### src/rtl/soc_system_sysid_ext.sv
// soc_system_sysid_ext: Avalon-MM sysid slave with scratch, user words and optional uptime counter (SYSID_UPTIME_EN)
module soc_system_sysid_ext #(
  parameter logic [31:0] SYSTEM_ID = 32'h0000_0000,
  parameter logic [31:0] TIMESTAMP = 32'h0000_0000,
  parameter logic [31:0] VERSION = 32'h0001_0000,
  parameter int NUM_USER = 4,
  parameter int ADDR_W = 5
) (
  input logic clock,
  input logic reset,
  input logic [ADDR_W-1:0] address,
  input logic read,
  input logic write,
  input logic [31:0] writedata,
  input logic [32*NUM_USER-1:0] user_data,
  output logic [31:0] readdata,
  output logic readdatavalid
);
`ifdef SYSID_UPTIME_EN
  localparam logic UPTIME_PRESENT = 1'b1;
`else
  localparam logic UPTIME_PRESENT = 1'b0;
`endif
  localparam logic [31:0] CAPABILITY = {16'h0, 8'(NUM_USER), 7'h0, UPTIME_PRESENT};
  logic wr;
  int a;
  int u;
  logic [31:0] rd_word;
  logic [31:0] scratch_q, scratch_d;
  logic [31:0] rdata_q, rdata_d;
  logic rvalid_q, rvalid_d;
`ifdef SYSID_UPTIME_EN
  logic [63:0] uptime_q, uptime_d;
  logic [31:0] shadow_q, shadow_d;
`endif
  always_comb begin
    a = int'(address);
    u = a - 8;
    wr = write && !read;
    rd_word = '0;
    case (a)
      0: rd_word = SYSTEM_ID;
      1: rd_word = TIMESTAMP;
      2: rd_word = VERSION;
      3: rd_word = scratch_q;
`ifdef SYSID_UPTIME_EN
      4: rd_word = uptime_q[31:0];
      5: rd_word = shadow_q;
`endif
      6: rd_word = CAPABILITY;
      default: rd_word = (u >= 0 && u < NUM_USER) ? user_data[32*u +: 32] : '0;
    endcase
    scratch_d = (wr && a == 3) ? writedata : scratch_q;
    rvalid_d = read;
    rdata_d = read ? rd_word : rdata_q;
`ifdef SYSID_UPTIME_EN
    uptime_d = (wr && a == 4) ? '0 : uptime_q + 64'd1;
    shadow_d = (read && a == 4) ? uptime_q[63:32] : shadow_q;
`endif
  end
  always_ff @(posedge clock) begin
    if (reset) begin
      scratch_q <= '0;
      rdata_q <= '0;
      rvalid_q <= 1'b0;
    end else begin
      scratch_q <= scratch_d;
      rdata_q <= rdata_d;
      rvalid_q <= rvalid_d;
    end
  end
`ifdef SYSID_UPTIME_EN
  always_ff @(posedge clock) begin
    if (reset) begin
      uptime_q <= '0;
      shadow_q <= '0;
    end else begin
      uptime_q <= uptime_d;
      shadow_q <= shadow_d;
    end
  end
`endif
  assign readdata = rdata_q;
  assign readdatavalid = rvalid_q && !reset;
endmodule

### config.mk
export PLATFORM = sky130hd
export DESIGN_NAME = soc_system_sysid_ext
export DESIGN_NICKNAME = d
export VERILOG_FILES = /design/src/rtl/soc_system_sysid_ext.sv
export SDC_FILE = /design/constraint.sdc
export NUM_CORES = 1
export LEC_CHECK = 0
export ABC_CLOCK_PERIOD_IN_PS = 2520
export CAP_MARGIN = 20
export CORE_UTILIZATION = 40
export DETAILED_ROUTE_END_ITERATION = 8
export PLACE_DENSITY = 0.81
export SYNTH_ARGS = -nofsm -noshare
export SYNTH_HDL_FRONTEND = slang
export SYNTH_SLANG_ARGS = --single-unit
export TNS_END_PERCENT = 100
### constraint.sdc
create_clock -name clock -period 2.52 [get_ports clock]
set_clock_uncertainty 0.05 [all_clocks]
set_input_delay 0.252 -clock clock [delete_from_list [all_inputs] [get_ports clock]]
set_output_delay 0.252 -clock clock [all_outputs]
set_load 0.005 [all_outputs]
Yosys cells after proc, flatten, opt, wreduce, memory -nomap -nowiden
Index checks and enable logic that the tools add are counted.
- logic and storage cells: 22
- register bits: 65
- equality and inequality tests: 5
- mux-type cells: 2
- reductions and logical operators: 8
- magnitude comparators: 2
- $add $sub $neg: 1
- shifts and indexed selects: 1
- operators with widths (cell ; number):
    $pmux 32 s4 ; 1
    $shiftx 128x11->32 ; 1
    $mux 32 ; 1
    $eq 5x2->1 const B ; 2
    $eq 5x3->1 const B ; 2
    $ge 6x1->1 const B ; 1
    $lt 6x4->1 const B ; 1
    $sub 5x4->6 const B ; 1
    $eq 5x1->1 const B ; 1
    $logic_not 5->1 ; 1
    $logic_and 1x1->1 ; 4
    $logic_not 1->1 ; 2
    $reduce_or 2->1 ; 1

Logic depth before layout (Yosys ltp)
- depth in word-level cells: 5
- mapped depth: 9
- gate-level depth less buffers: 7

Worst setup path before layout
No wires, ideal clock.
- kind: input port to flip-flop
- start point: in address[3]
- end point: reg rdata_q[0], in the netlist readdata[0]
- path slack: 0.660 ns
- arrival time: 1.719 ns
- data required time: 2.379 ns
- cell stages on the path: 9
- cell sequence: inv_1 -> ha_1 -> nor3b_1 -> ha_1 -> and3b_1 -> clkbuf_1 -> buf_1 -> nand2_1 -> a311oi_1
- longest elaborated chain between the ends: 5
- elaborated cells on any way between the ends: 13
- classes of those cells: add/sub: 1; order compare: 2; eq/ne: 4; shift: 1; mux: 2; reduce/logical: 3
- ends and longest elaborated chain (item ; line ; text):
    from (decl) ; 11 ; input logic [ADDR_W-1:0] address,
    parallel branches: the longest is 4 deep, another holds $sub 5x4->6 ; n/a ;
    $pmux 32 s4 (*) ; 41 ; case (a)
    to (signal assigned) ; 68 ; rdata_q <= rdata_d;
    to (decl) ; 30 ; logic [31:0] rdata_q, rdata_d;
Mark *: on every way between the ends.
A chain may end at the register's enable or synchronous reset.

Final worst setup path
- start point: in address[4]
- end point: reg rdata_q[4], in the netlist readdata[4]
The elaborated chain is that of the path after synthesis.

==> impl_metrics.ini <==
[place]
globalplace.congestion = 0.779
place.detailed.hpwl_um = 9200
portBuffers = 201
place_area_sq_mm = 0.00591
dpl.cell_count = 683
dpl_worst_slack_ns = 0.0410

[logic_synthesis]
synth-compound-area-share_pct = 22.0
synth_edf_count = 0
synth_area_leaders = dfxtp_1 (34%), mux4_2 (19%), o31ai_2 (9.7%)
yosysTopAreaCell = dfxtp_1
postSynthAreaPerCell_sq_um = 9.87
synth-simple-area-share_pct = 17.1
yosys.area_share.adder_pct = 0.650
synth_top_family_by_area = compound AO/OA/AOI/OAI gates
synth_mux_area_share_pct = 18.7
ys_seq_area_share_pct = 33.8
ys.flop_type = dfxtp_1
syn_area_sq_mm = 0.00385
synth_nets = 561
synth_xor_xnor_area_share_pct = 0
ys_ff_latch = 65
synth.most_common_cell = dfxtp_1
synth_commonest_cells = dfxtp_1 (65), nand2_1 (33)
synth_top_area_share_pct = 33.8
ys_types = 25
ys_warn_count = 0
synth_cells = 390
synth-async-reset-ratio_pct = 0

[clocking]
clk_latency_ns = 0.32
ctsHoldBuffers = 0
cts_buffers = 9
cts.clk_slew.worst_paths_ns = 0.07
clock_sinks = 65
root_buffer = clkbuf_8
postCtsSetupBuffers = 0
cts_resized = 0
h-tree-depth = 3
clk_path_buf_depth = 2
cts_tree = built

[layout]
drive_above_1_share_pct = 17.5
nFillCells = 792
synthToLayoutAreaGrowth_pct = 58.3
post-route-util_pct = 65.6
finalNetCount = 736
antenna_cells = 0
fin_area_sq_mm = 0.00609
instances_no_fill = 699

[power_and_ir_drop]
power.leakage_nw = 1.94
pwr_density_cell_mw_per_mm2 = 420
power_mw = 2.56
vdd_drop_max_v = 0.000230

[sta]
finalSetupTns_ns = 0
finalSetupViolations = 0
hold_violations = 0
max_slew.worst_pin.slew_ns = 0.909
holdWs_ns = 0.405
rsz0062_at_grt = false
fin_crit_ns = 2.14
slew_headroom_pct = 39.3
clock.fmax_mhz = 468
timing.final.ws_setup_ns = 0.382
drv_slew = 0
period_share_pct = 84.8

[critical_path]
endpoint = readdata[4]
cp.required_ns = 2.69
cp_cell_sequence = clkdlybuf4s50_1 > inv_1 > ha_1 > nor3b_1 > ha_1 > and3b_1 > buf_12 > nand2_1 > a311oi_1
worstPathMaxFanout = 32
crit_top_cell = ha_1
worst_setup_path_end_kind = flop
max_stage_delay_ns = 0.55
slowest_stage = clkdlybuf4s50_1
arrival_ns = 2.31
worstSetupPathType = in2reg
critPathLaunchType = input port
rrSetupSlack_ns = 1.61
crit_start = address[4]
reg2reg_depth = 2
r2r-end = readdata[6]
timing.rr.start = scratch_q[6]

[global_routing]
antenna_found_initial = 0
grt_overflow_total = 0
grt_pass1_vias = 4089
grt_use_total_pct = 25.2
grt_pass1_wl_um = 20000
grt_max_degree = 66

[drt]
routed_wl_um = 12800
firstDrtPassIters = 4
first_iter_violations = 142
drc = 0
wl_per_cell_um = 18.4
via_per_inst = 5.71
vias = 3989
final_antenna_net_count = 0

[floorplan]
rows = 35
coreArea_sq_mm = 0.00928
start_util_pct = 41.5
io_pins = 202
die_y_um = 100
die_w_um = 100
die-area_sq_mm = 0.0100

[flow_run]
maxCapViolCount = 0

[min_path]
hold_class = in2reg
hold_path_depth = 3

[outcome]
status = finished, final reports clean
## metal layers
metal	global-route usage [%]	share of wire (%)	routed length [um]
met5	0	0	0
met1	30.7	41	5240
met3	3.76	5.4	692
met4	7.02	1.5	190
met2	46.3	52	6720
## flip-flops by register name, summed over array words and instances, names as in the netlist
name and cells:
readdata 32, rvalid_q 1, scratch_q 32
## where the power goes
group / total [mW] / internal, mW / switching, mW
sequential: 1.07 / 1.06 / 0.0157
combinational: 0.617 / 0.392 / 0.225
clock: 0.874 / 0.483 / 0.391
## cell families (layout without fill, tap and decap cells)
group,Yosys count,after routing
AOI/OAI and AO/OA,98,98
adders and majority gates,2,2
buffers and inverters,57,237
DFF,65,65
muxes,32,32
and+or+nand+nor,136,136
## layout by cell type (no fill, tap or decap)
| cell | n |
|---|---|
| inv_1 | 3 |
| ha_1 | 2 |
| nand3_1 | 31 |
| or4b_2 | 1 |
| nor3b_1 | 1 |
| a311oi_1 | 32 |
| clkinv_2 | 2 |
| buf_12 | 4 |
| nand4_1 | 32 |
| nand2_1 | 33 |
| a21oi_1 | 32 |
| clkdlybuf4s50_1 | 197 |
| mux4_2 | 32 |
| o41a_1 | 1 |
| inv_2 | 1 |
| o31ai_2 | 30 |
| o21ai_0 | 1 |
| clkbuf_1 | 3 |
| buf_2 | 3 |
| nand2b_2 | 1 |
| and3b_1 | 1 |
| nor4b_2 | 1 |
| nor2b_2 | 1 |
| dfxtp_1 | 65 |
| clkbuf_8 | 10 |
| nor2b_1 | 2 |
| nor2_1 | 32 |
| buf_4 | 13 |
| bufinv_16 | 1 |
| o31ai_1 | 2 |
## critical path: cells and delay by family
family                     cells  cell delay (ns)
adders and majority gates      2             0.43
and+or+nand+nor                3             0.47
buffers and inverters          3             0.82
AOI/OAI and AO/OA              1             0.31
## worst min path at each step
stage / endpoint / slack, ns / from
floorplan: scratch_q[16] / 0.35 / writedata[16]
global placement: scratch_q[16] / 0.40 / scratch_q[16]
detailed placement: scratch_q[19] / 0.41 / scratch_q[19]
CTS: scratch_q[19] / 0.41 / address[0]
global route: scratch_q[19] / 0.43 / scratch_q[19]
finish: scratch_q[19] / 0.41 / address[0]
## area by class of cell
cell class	instances	area, sq um	area share (%)
clock buffer	13	149	2.44
multi-input combinational	268	2260	37.1
tap	129	161	2.65
timing repair buffer	217	2160	35.5
sequential	65	1300	21.4
inverter	4	15.0	0.246
clock inverter	3	40.0	0.657
No activity file was read; power rests on OpenSTA's default activity.
==> RTL edit: new RTL, same settings <==
`rdata_q` no longer has a reset.
--- a/src/rtl/soc_system_sysid_ext.sv
+++ b/src/rtl/soc_system_sysid_ext.sv
@@ -62,11 +62,13 @@
     if (reset) begin
       scratch_q <= '0;
-      rdata_q <= '0;
       rvalid_q <= 1'b0;
     end else begin
       scratch_q <= scratch_d;
-      rdata_q <= rdata_d;
       rvalid_q <= rvalid_d;
     end
+  end
+
+  always_ff @(posedge clock) begin
+    rdata_q <= rdata_d;
   end
 `ifdef SYSID_UPTIME_EN
Function: changed (Yosys sat finds a counterexample within 4 cycles, from zero or initial values and one cycle with reset high).
==> RTL edit against the original RTL <==
- the flow now finishes with violations (design-rule violations)
- routed wire length decreased by 18%
- sequential cell count did not move
- worst hold slack improved by 0.021 ns
- total power is 3.4% higher
- via count fell by 18%
- area after synthesis decreased by 3.4%
- final area is 0.72% lower
- setup slack worse by 0.082 ns
- combinational power down 16%
- largest power group unchanged
==> RTL edit: results (changes against the original RTL) <==
Detailed routing
  • Detailed Route Iter0 Violations: 122 (-14%)
  • Vias/cell: 5.13 (-10%)
  • Routed WL: 10500 um (-18%)
  • DRC: 15 (+15)
  • Initial DRT Pass Iterations: 7 (+3)

Hold path
  • Hold crit path type: flip-flop to flip-flop
  • Min-Delay Startpoint: scratch_q[7]$_SDFFE_PP0P_

Placed design
  • Final GP Congestion: 0.753 (-3.3%)
  • Input/output buffers: 201 (unchanged)
  • Placed cell area: 5830 sq um (-1.3%)
  • Hpwl dp: 7880 um (-14%)

Power
  • Peak VDD IR: 0.253 mV (+10%)
  • Leak pwr: 2.52 nW (+30%)
  • Internal: 2.12 mW (+9.8%)

Outcome
  • Status: finished, violations left
  • Violated checks: design-rule violations

Synthesis
  • Cell accounting for the most synthesized area: mux2i_1
  • Top cells by count, synth: mux2i_1, nand2b_1, dfxtp_1
  • Syn_nets: 504 (-10%)
  • Unique masters post-synth: 23 (-8.0%)
  • Main area contributors after synthesis: mux2i_1, edfxtp_1, dfxtp_1
  • Post-synthesis sequential area ratio: 43.6% (+9.8 points)
  • Number of synthesized flops with an enable pin: 32 (+32)
  • Yosys warns: 0 (unchanged)

Worst setup path
  • CP arrival: 2.25 ns (-0.06 ns)
  • Crit path from: address[3]
  • CP max FO: 18 (-44%)
  • Reg2Reg Launch Point: scratch_q[10]$_SDFFE_PP0P_

Global routing
  • Gr usage total: 21.4% (-3.8 points)
  • Global-route wire length before repair: 16300 um (-19%)
  • Number of global-route vias before repair: 3440 (-16%)

Cells and area
  • NumNets Final: 699 (-5.0%)
  • Share of layout cells above drive strength 1: 5.25% (-12 points)
  • # fillers: 704 (-11%)

STA
  • Tightest Pin Transition: 0.477 ns (-0.431 ns)
RTL edit: cell types whose count changed after synthesis, sizes merged, moves of 30 or more:
cell and delta:
nand4 -32, nand2b +64, o22ai +30, a21oi -32
nand2 -33, a21o +31, nor2 -31, nand3 -31
a311oi -32, mux4 -32, dfxtp -32, edfxtp +32
mux2i +96, o31ai -32
RTL edit: critical path, cell delays in order:
cell and delay (ns):
clkdlybuf4s50_1 0.53, inv_1 0.08, ha_1 0.28, nor3b_1 0.14, ha_1 0.23, nand4bb_1 0.14
buf_4 0.28, o22ai_1 0.14, a21o_1 0.17
RTL edit: layer usage:
layer,GRT usage (%),share of wire [%],wire length (um),vias to the layer above
met5,0,0,0,-
met4,8.38,1.9,204,0
met3,5.67,8.1,848,16
met2,40.7,52,5490,139
met1,22.3,38,3940,1524
li1,-,-,-,1607
RTL edit: cell type report:
class                   count  area share [%]
inverters                   3           0.186
clock inverters             2           0.993
multi-input cells         238            32.1
flip-flops and latches     65            26.8
well taps                 108            2.23
clock buffers              14            2.69
repair buffers            211            35.0
RTL edit: power by group through the flow:
stage	clock network, mW	logic [mW]	registers [mW]
finish	0.978	0.521	1.15
global placement	0	0.515	1.17
detailed placement	0	0.525	1.17
global route	1.05	0.556	1.15
CTS	0.998	0.526	1.15
floorplan	0	0.153	1.18
RTL edit: cell families (layout without fill, tap and decap cells):
logic type | Yosys count | in the layout | synth area share, %
muxes | 96 | 96 | 25.8
and+or+nand+nor | 76 | 76 | 13.6
DFF | 65 | 65 | 43.6
AOI/OAI and AO/OA | 64 | 64 | 11.9
buffers and inverters | 30 | 230 | 4.31
adders and majority gates | 2 | 2 | 0.673
RTL edit: path summary, 6_finish.rpt:
path,end,slack [ns],cells past startpoint
setup / recovery,readdata[27]$_DFFE_PP_,0.30,9
hold reg to reg,scratch_q[7]$_SDFFE_PP0P_,0.43,2
hold / removal,scratch_q[7]$_SDFFE_PP0P_,0.43,2
setup reg to reg,readdata[10]$_DFFE_PP_,1.53,3
RTL edit: through the flow:
step	utilization, %	setup WS, ns	cells
global route	68.4	0.241	641
global placement	65.9	0.126	625
detailed placement	65.9	-0.0201	625
CTS	68.4	0.334	641
floorplan	-	0.640	333
finish	68.4	0.299	641
